[config.mk]
export PLATFORM = sky130hd
export DESIGN_NAME = mem_arbiter
export DESIGN_NICKNAME = d
export VERILOG_FILES = /design/src/rtl/mem_arbiter.sv
export SDC_FILE = /design/constraint.sdc
export NUM_CORES = 1
export LEC_CHECK = 0
export CAP_MARGIN = 20
export CORE_ASPECT_RATIO = 0.6
export CORE_MARGIN = 2
export CORE_UTILIZATION = 35
export DETAILED_ROUTE_END_ITERATION = 8
export PLACE_DENSITY = 0.9
export SLEW_MARGIN = 5
export SYNTH_ARGS = -nofsm -noshare
export SYNTH_HDL_FRONTEND = slang
export SYNTH_SLANG_ARGS = --single-unit
[constraint.sdc]
create_clock -name CLK -period 2.25 [get_ports CLK]
set_input_delay 0.3375 -clock CLK [delete_from_list [all_inputs] [get_ports CLK]]
set_output_delay 0.3375 -clock CLK [all_outputs]
set_load 0.1 [all_outputs]
[src/rtl/mem_arbiter.sv]
// mem_arbiter: arbitrates icache/dcache requests onto one RAM port with
// starvation protection for instruction fetches and bounded ERROR retries.
module mem_arbiter #(
  parameter int STARVE_LIMIT = 4,
  parameter int RETRY_MAX    = 3
) (
  input  logic        CLK,
  input  logic        nRST,
  input  logic        iREN,
  input  logic [31:0] iaddr,
  output logic        iwait,
  output logic [31:0] iload,
  input  logic        dREN,
  input  logic        dWEN,
  input  logic [31:0] daddr,
  input  logic [31:0] dstore,
  output logic        dwait,
  output logic [31:0] dload,
  output logic        ramREN,
  output logic        ramWEN,
  output logic [31:0] ramaddr,
  output logic [31:0] ramstore,
  input  logic [31:0] ramload,
  input  logic [1:0]  ramstate,
  output logic        err_flag
);
  localparam logic [1:0] IDLE   = 2'd0;
  localparam logic [1:0] IGRANT = 2'd1;
  localparam logic [1:0] DGRANT = 2'd2;
  localparam logic [1:0] ACCESS = 2'd2;
  localparam logic [1:0] ERROR  = 2'd3;
  localparam int SW = $clog2(STARVE_LIMIT + 1);
  localparam int RW = (RETRY_MAX < 3) ? 2 : $clog2(RETRY_MAX + 1);
  logic [1:0]    state_q, state_d;
  logic [SW-1:0] starve_q, starve_d;
  logic [RW-1:0] retry_q, retry_d;
  logic [31:0]   addr_q, addr_d, store_q, store_d;
  logic          ren_q, ren_d, wen_q, wen_d, err_q, err_d;
  logic          granted, acc, erl, give_up, done, starved, go_d, go_i;
  always_comb begin
    granted  = state_q != IDLE;
    acc      = ramstate == ACCESS;
    erl      = ramstate == ERROR;
    give_up  = granted & erl & (retry_q == RW'(RETRY_MAX));
    done     = granted & (acc | give_up);
    starved  = iREN & (starve_q == SW'(STARVE_LIMIT));
    go_d     = (state_q == IDLE) & (dREN | dWEN) & ~starved;
    go_i     = (state_q == IDLE) & iREN & ~go_d;
    state_d  = go_d ? DGRANT : go_i ? IGRANT : done ? IDLE : state_q;
    // go_d with iREN high implies the counter is below the limit, so +1 saturates
    starve_d = granted ? starve_q : (~iREN | go_i) ? '0 : go_d ? starve_q + SW'(1) : starve_q;
    retry_d  = (go_d | go_i) ? '0 : (granted & erl & ~give_up) ? retry_q + RW'(1) : retry_q;
    addr_d   = go_d ? daddr : go_i ? iaddr : addr_q;
    store_d  = go_d ? dstore : store_q;
    ren_d    = go_d ? dREN : go_i ? 1'b1 : ren_q;
    wen_d    = go_d ? dWEN : go_i ? 1'b0 : wen_q;
    err_d    = err_q | give_up;
  end
  always_ff @(posedge CLK or negedge nRST) begin
    if (!nRST) begin
      state_q  <= IDLE;
      starve_q <= '0;
      retry_q  <= '0;
      addr_q   <= '0;
      store_q  <= '0;
      ren_q    <= 1'b0;
      wen_q    <= 1'b0;
      err_q    <= 1'b0;
    end else begin
      state_q  <= state_d;
      starve_q <= starve_d;
      retry_q  <= retry_d;
      addr_q   <= addr_d;
      store_q  <= store_d;
      ren_q    <= ren_d;
      wen_q    <= wen_d;
      err_q    <= err_d;
    end
  end
  assign ramREN   = granted & ren_q;
  assign ramWEN   = granted & wen_q;
  assign ramaddr  = addr_q;
  assign ramstore = store_q;
  assign err_flag = err_q;
  assign iwait    = ~((state_q == IGRANT) & done);
  assign dwait    = ~((state_q == DGRANT) & done);
  assign iload    = ((state_q == IGRANT) & acc) ? ramload : '0;
  assign dload    = ((state_q == DGRANT) & acc) ? ramload : '0;
endmodule

Word level (Yosys, flattened, before mapping)
Cells that the tools add are included.

storage, ports and cells
  register bits after elaboration = 74
  bits of input ports = 135
  word-level logic and storage cells = 65

cells by class
  add/subtract/negate cells = 2
  eq/ne operators = 6
  muxes and demuxes = 15
  bitwise operators = 27
  reduce and logical (&&, ||, !) cells = 7

operator list
  operator                                              number
  2-to-1 mux 32 bit                                     4
  AND 1 bit                                             15
  2-to-1 mux 2 bit                                      5
  equality test 2 bit (second input constant)           4
  nonzero test 2 bit                                    4
  NOT 1 bit                                             7
  2-to-1 mux 3 bit                                      2
  OR 1 bit                                              5
  2-to-1 mux 1 bit                                      4
  adder 3 x 1 -> 3 bit (second input constant)          1
  equality test 3 bit (second input constant)           1
  nonzero test 3 bit                                    1
  adder 2 x 1 -> 2 bit (second input constant)          1
  equality test 2 x 1 -> 1 bit (second input constant)  1
  logical NOT 2 bit                                     1
  AND reduction 2 bit                                   1

Longest topological paths before layout
  word-level depth = 9
  depth in mapped cells = 7
  gate-level depth less buffers = 4

Least setup slack after synthesis
Ideal clock, no wire load.

  kind = reg2out
  start = register state_q[0]
  end = output dload[10]
  data arrival time = 1.980 ns
  path slack = -0.068 ns
  stages on the path, launching flop included = 5
  buffers on the path = 2
  cells stage by stage = dfrtp_1 buf_6 nor4b_1 clkbuf_1 and2_1

on the way
  cells in the longest elaborated chain, start to end = 3

RTL lines
  what                    line  source
  start, declared         34    logic [1:0] state_q, state_d;
  start signal, assigned  70    state_q <= state_d;
  equality test 2 bit     88    assign dload = ((state_q == DGRANT) & acc) ? ramload : '0;
  AND 1 bit               88
  2-to-1 mux 32 bit       88
  end, declared           18    output logic [31:0] dload,

No other way between the ends.

Worst setup path in the final report
  start = register state_q[1]
  end = output dload[0]

Same word-level chain as after synthesis.

==> results.md <==
* Max-slew violations at 0
* Final worst slack at 70.2 ps
* CP Launch Type: flip-flop
* Row cnt at 29
* GRT Residual Overflow at 0
* Sequential area share after synthesis at 48.4%
* Global-route usage over all layers at 21.2%
* Synthesized area at 0.00382 mm2
* Arr. time, crit path at 1840 ps
* Delay-heaviest family, CP: simple AND/OR/NAND/NOR gates
* Final hold viol count at 0
* CTS Root Cell: clkbuf_16
* Pre-CTS setup slack at 3.51 ps
* Synth cell types at 33
* Filler cells at 719
* Post-Route WL at 12.7 mm
* Number of remaining DRC errors at 0
* First-pass GRT wire length at 19.6 mm
* Synth area leaders: dfrtp_1, mux2_2, and2_1, mux2_4, buf_6
* Fin nets at 709
* Number of synthesized register bits at 74
* Hpwl dp at 10.1 mm
* Die Span Y at 85.0 um
* Final GP Congestion at 0.842
* Clock skew at 9.28 ps
* TritonCTS buffer count at 9
* Run status: complete, no violations
* Total of max-cap violations at 0
* CTS tree: done
* Critical Path Max Stage Delay at 430 ps
* Via count at 3347
* Initial detailed-routing violation count at 74
* Avg WL per Cell at 17.7 um
* R2r setup slk at 290 ps
* Post-layout util at 72.0%
* Area grow syn2layout at 99.4%
* HP Class: in2reg
* Post-synth top area cell: dfrtp_1
* Max_slew headroom at 74.6%
* Initial antenna violation count at 0
* RSZ-0062 raised after global routing: true
* Clock Sinks at 74
* Avg Inst Size Synth at 12.8 um2
* Starting Density at 36.1%
* Width of the die at 139 um
* Antenna viol nets, final at 0
* Clock latency on the worst-skew pair at 320 ps
* Tcrit/Tclk final at 96.9%
* CP Class: reg2out
* Fmax at 459 MHz
* IO Count at 268
* Core footprint at 0.0106 mm2
* Worst path cell trace: inv_1 > nor4b_4 > buf_4 > and2_1 > buf_12
* Synthesis Warnings at 0
* Uppermost routed layer: met4
* Element type at the critical path end: output pin
* Max stage delay cell, worst path: dfrtp_2
* Post-synthesis cell count at 299
* # port buffers at 267
* H-tree levels at 3
* CP required at 1910 ps
* Share of cells above drive strength 1 at 51.2%
* Vias in the first global route at 3646
* Crit path max fanout at 13
* Met3 WL post-DR at 800 um
* Largest net degree at the start of global routing at 48
* Worst slew pin tran at 377 ps
* Reg clk slew, reported paths at 50 ps
* Post-synth top area share at 48.4%
* Min Tclk post-route at 2180 ps
* Buf+Inv Stages, Crit Path at 3
* Clock buffer depth at 2
* Met2 wire len at 6.38 mm
* Initial DRT Pass Iterations at 4
* Die Area at 0.0118 mm2
* # diodes at 0
* Drt via density at 4.68
* Synth Net Count at 437
* DRT met1 WL at 5.37 mm
* Final-report setup violation count at 0
-- cells in the mapped netlist --
master and number:
nor4bb_1 1, o21ai_0 5, o31ai_1 1, a21boi_0 1, nand3b_1 2, dfrtp_1 74
buf_6 4, o21a_1 1, nor3b_2 1, clkbuf_1 6, o22ai_1 1, ha_1 3
inv_1 5, a21oi_1 3, or3_1 1, mux2i_1 1, mux2_4 17, nand2_1 3
nor2_1 3, a311o_1 1, nor2b_1 1, a21o_1 1, nand3_1 1, nand2b_1 1
o211ai_1 1, o2bb2ai_1 1, and2_1 67, a41o_1 1, nor4b_1 1, or2_4 1
or3b_2 1, buf_2 8, mux2_2 80
-- state kept, by name, indices dropped and copies added (netlist names) --
| signal | cells |
|---|---|
| wen_q | 1 |
| starve_q | 3 |
| ramaddr | 32 |
| err_flag | 1 |
| state_q | 2 |
| ren_q | 1 |
| retry_q | 2 |
| ramstore | 32 |
-- metal layers --
| layer | up-vias | track usage, % |
|---|---|---|
| met3 | 10 | 7.51 |
| met1 | 1644 | 26.2 |
| met2 | 118 | 36.2 |
| li1 | 1575 | - |
| met5 | - | 0 |
| met4 | 0 | 4.96 |
-- layout make-up --
| class | instances | area (um2) | share of cell area (%) |
|---|---|---|---|
| Clock buffer | 10 | 229 | 3.00 |
| Clock inverter | 6 | 91.3 | 1.20 |
| Inverter | 5 | 18.8 | 0.246 |
| Multi-Input combinational cell | 202 | 1920 | 25.2 |
| Sequential cell | 74 | 1850 | 24.3 |
| Tap cell | 139 | 174 | 2.28 |
| Timing Repair Buffer | 279 | 3340 | 43.8 |
-- worst reg2reg max path: cells and delay by family, from the launching register on --
kind | cells | cell delay, ps
compound gates | 1 | 400
buf+inv | 2 | 410
flops | 1 | 450
mux | 1 | 330
simple gates | 1 | 250
-- placed cells by master (no fill, tap or decap), types with 2 or more instances in the layout --
cell type        instances
buf_12                  72
nand3b_1                 2
and2_1                  37
nor2_1                   3
clkbuf_16                9
dlymetal6s2s_1           2
clkinv_4                 3
nand2_1                  3
ha_1                     3
and2_2                  30
mux2_2                  80
dfrtp_2                  2
inv_1                    5
bufinv_16                2
clkdlybuf4s50_1        131
mux2_4                  17
a21oi_1                  3
buf_4                   72
dfrtp_1                 72
o21ai_0                  5
-- cells by family after synthesis --
| logic type | Yosys count | share of synthesized area, % |
|---|---|---|
| AO/OA/AOI/OAI | 17 | 2.95 |
| adder cells (fa/ha/maj) | 3 | 0.982 |
| buffers and inverters | 23 | 3.30 |
| flip-flops | 74 | 48.4 |
| multiplexers | 98 | 30.5 |
| AND/OR/NAND/NOR | 84 | 13.8 |
-- stage by stage --
step	TNS (ps)	hold WS (ps)	cells	instance area, um2
after floorplan	0	41.9	299	3860
after global placement	0	280	695	7250
after detailed placement	0	290	695	7250
after CTS	0	478	712	7590
after global routing	-34.9	457	715	7620
final	0	429	715	7620
-- final timing paths --
check	start	to	depth (start not counted)
worst max-delay path	state_q[1]$_DFFE_PN0P_	dload[0]	5
max in group asynchronous	nRST	retry_q[0]$_DFFE_PN0P_	3
min in group asynchronous	nRST	ramaddr[15]$_DFFE_PN0P_	2
worst min register to register	err_flag$_DFF_PN0_	err_flag$_DFF_PN0_	1
worst min-delay path	ramstate[1]	err_flag$_DFF_PN0_	2
worst max register to register	state_q[1]$_DFFE_PN0P_	ramaddr[18]$_DFFE_PN0P_	5
-- repair_timing --
item                                    CTS  global route
endpoints found under the setup margin   21            40
buffers inserted                          0             2
gates resized for setup                   2             6
pin swaps                                 2             1
hold endpoints to repair                 27             0
hold buffers                              1             0
cloned                                    0             1
Power is not shown: default switching activity piles up to over one toggle a cycle in this logic, so the estimate is an artifact.
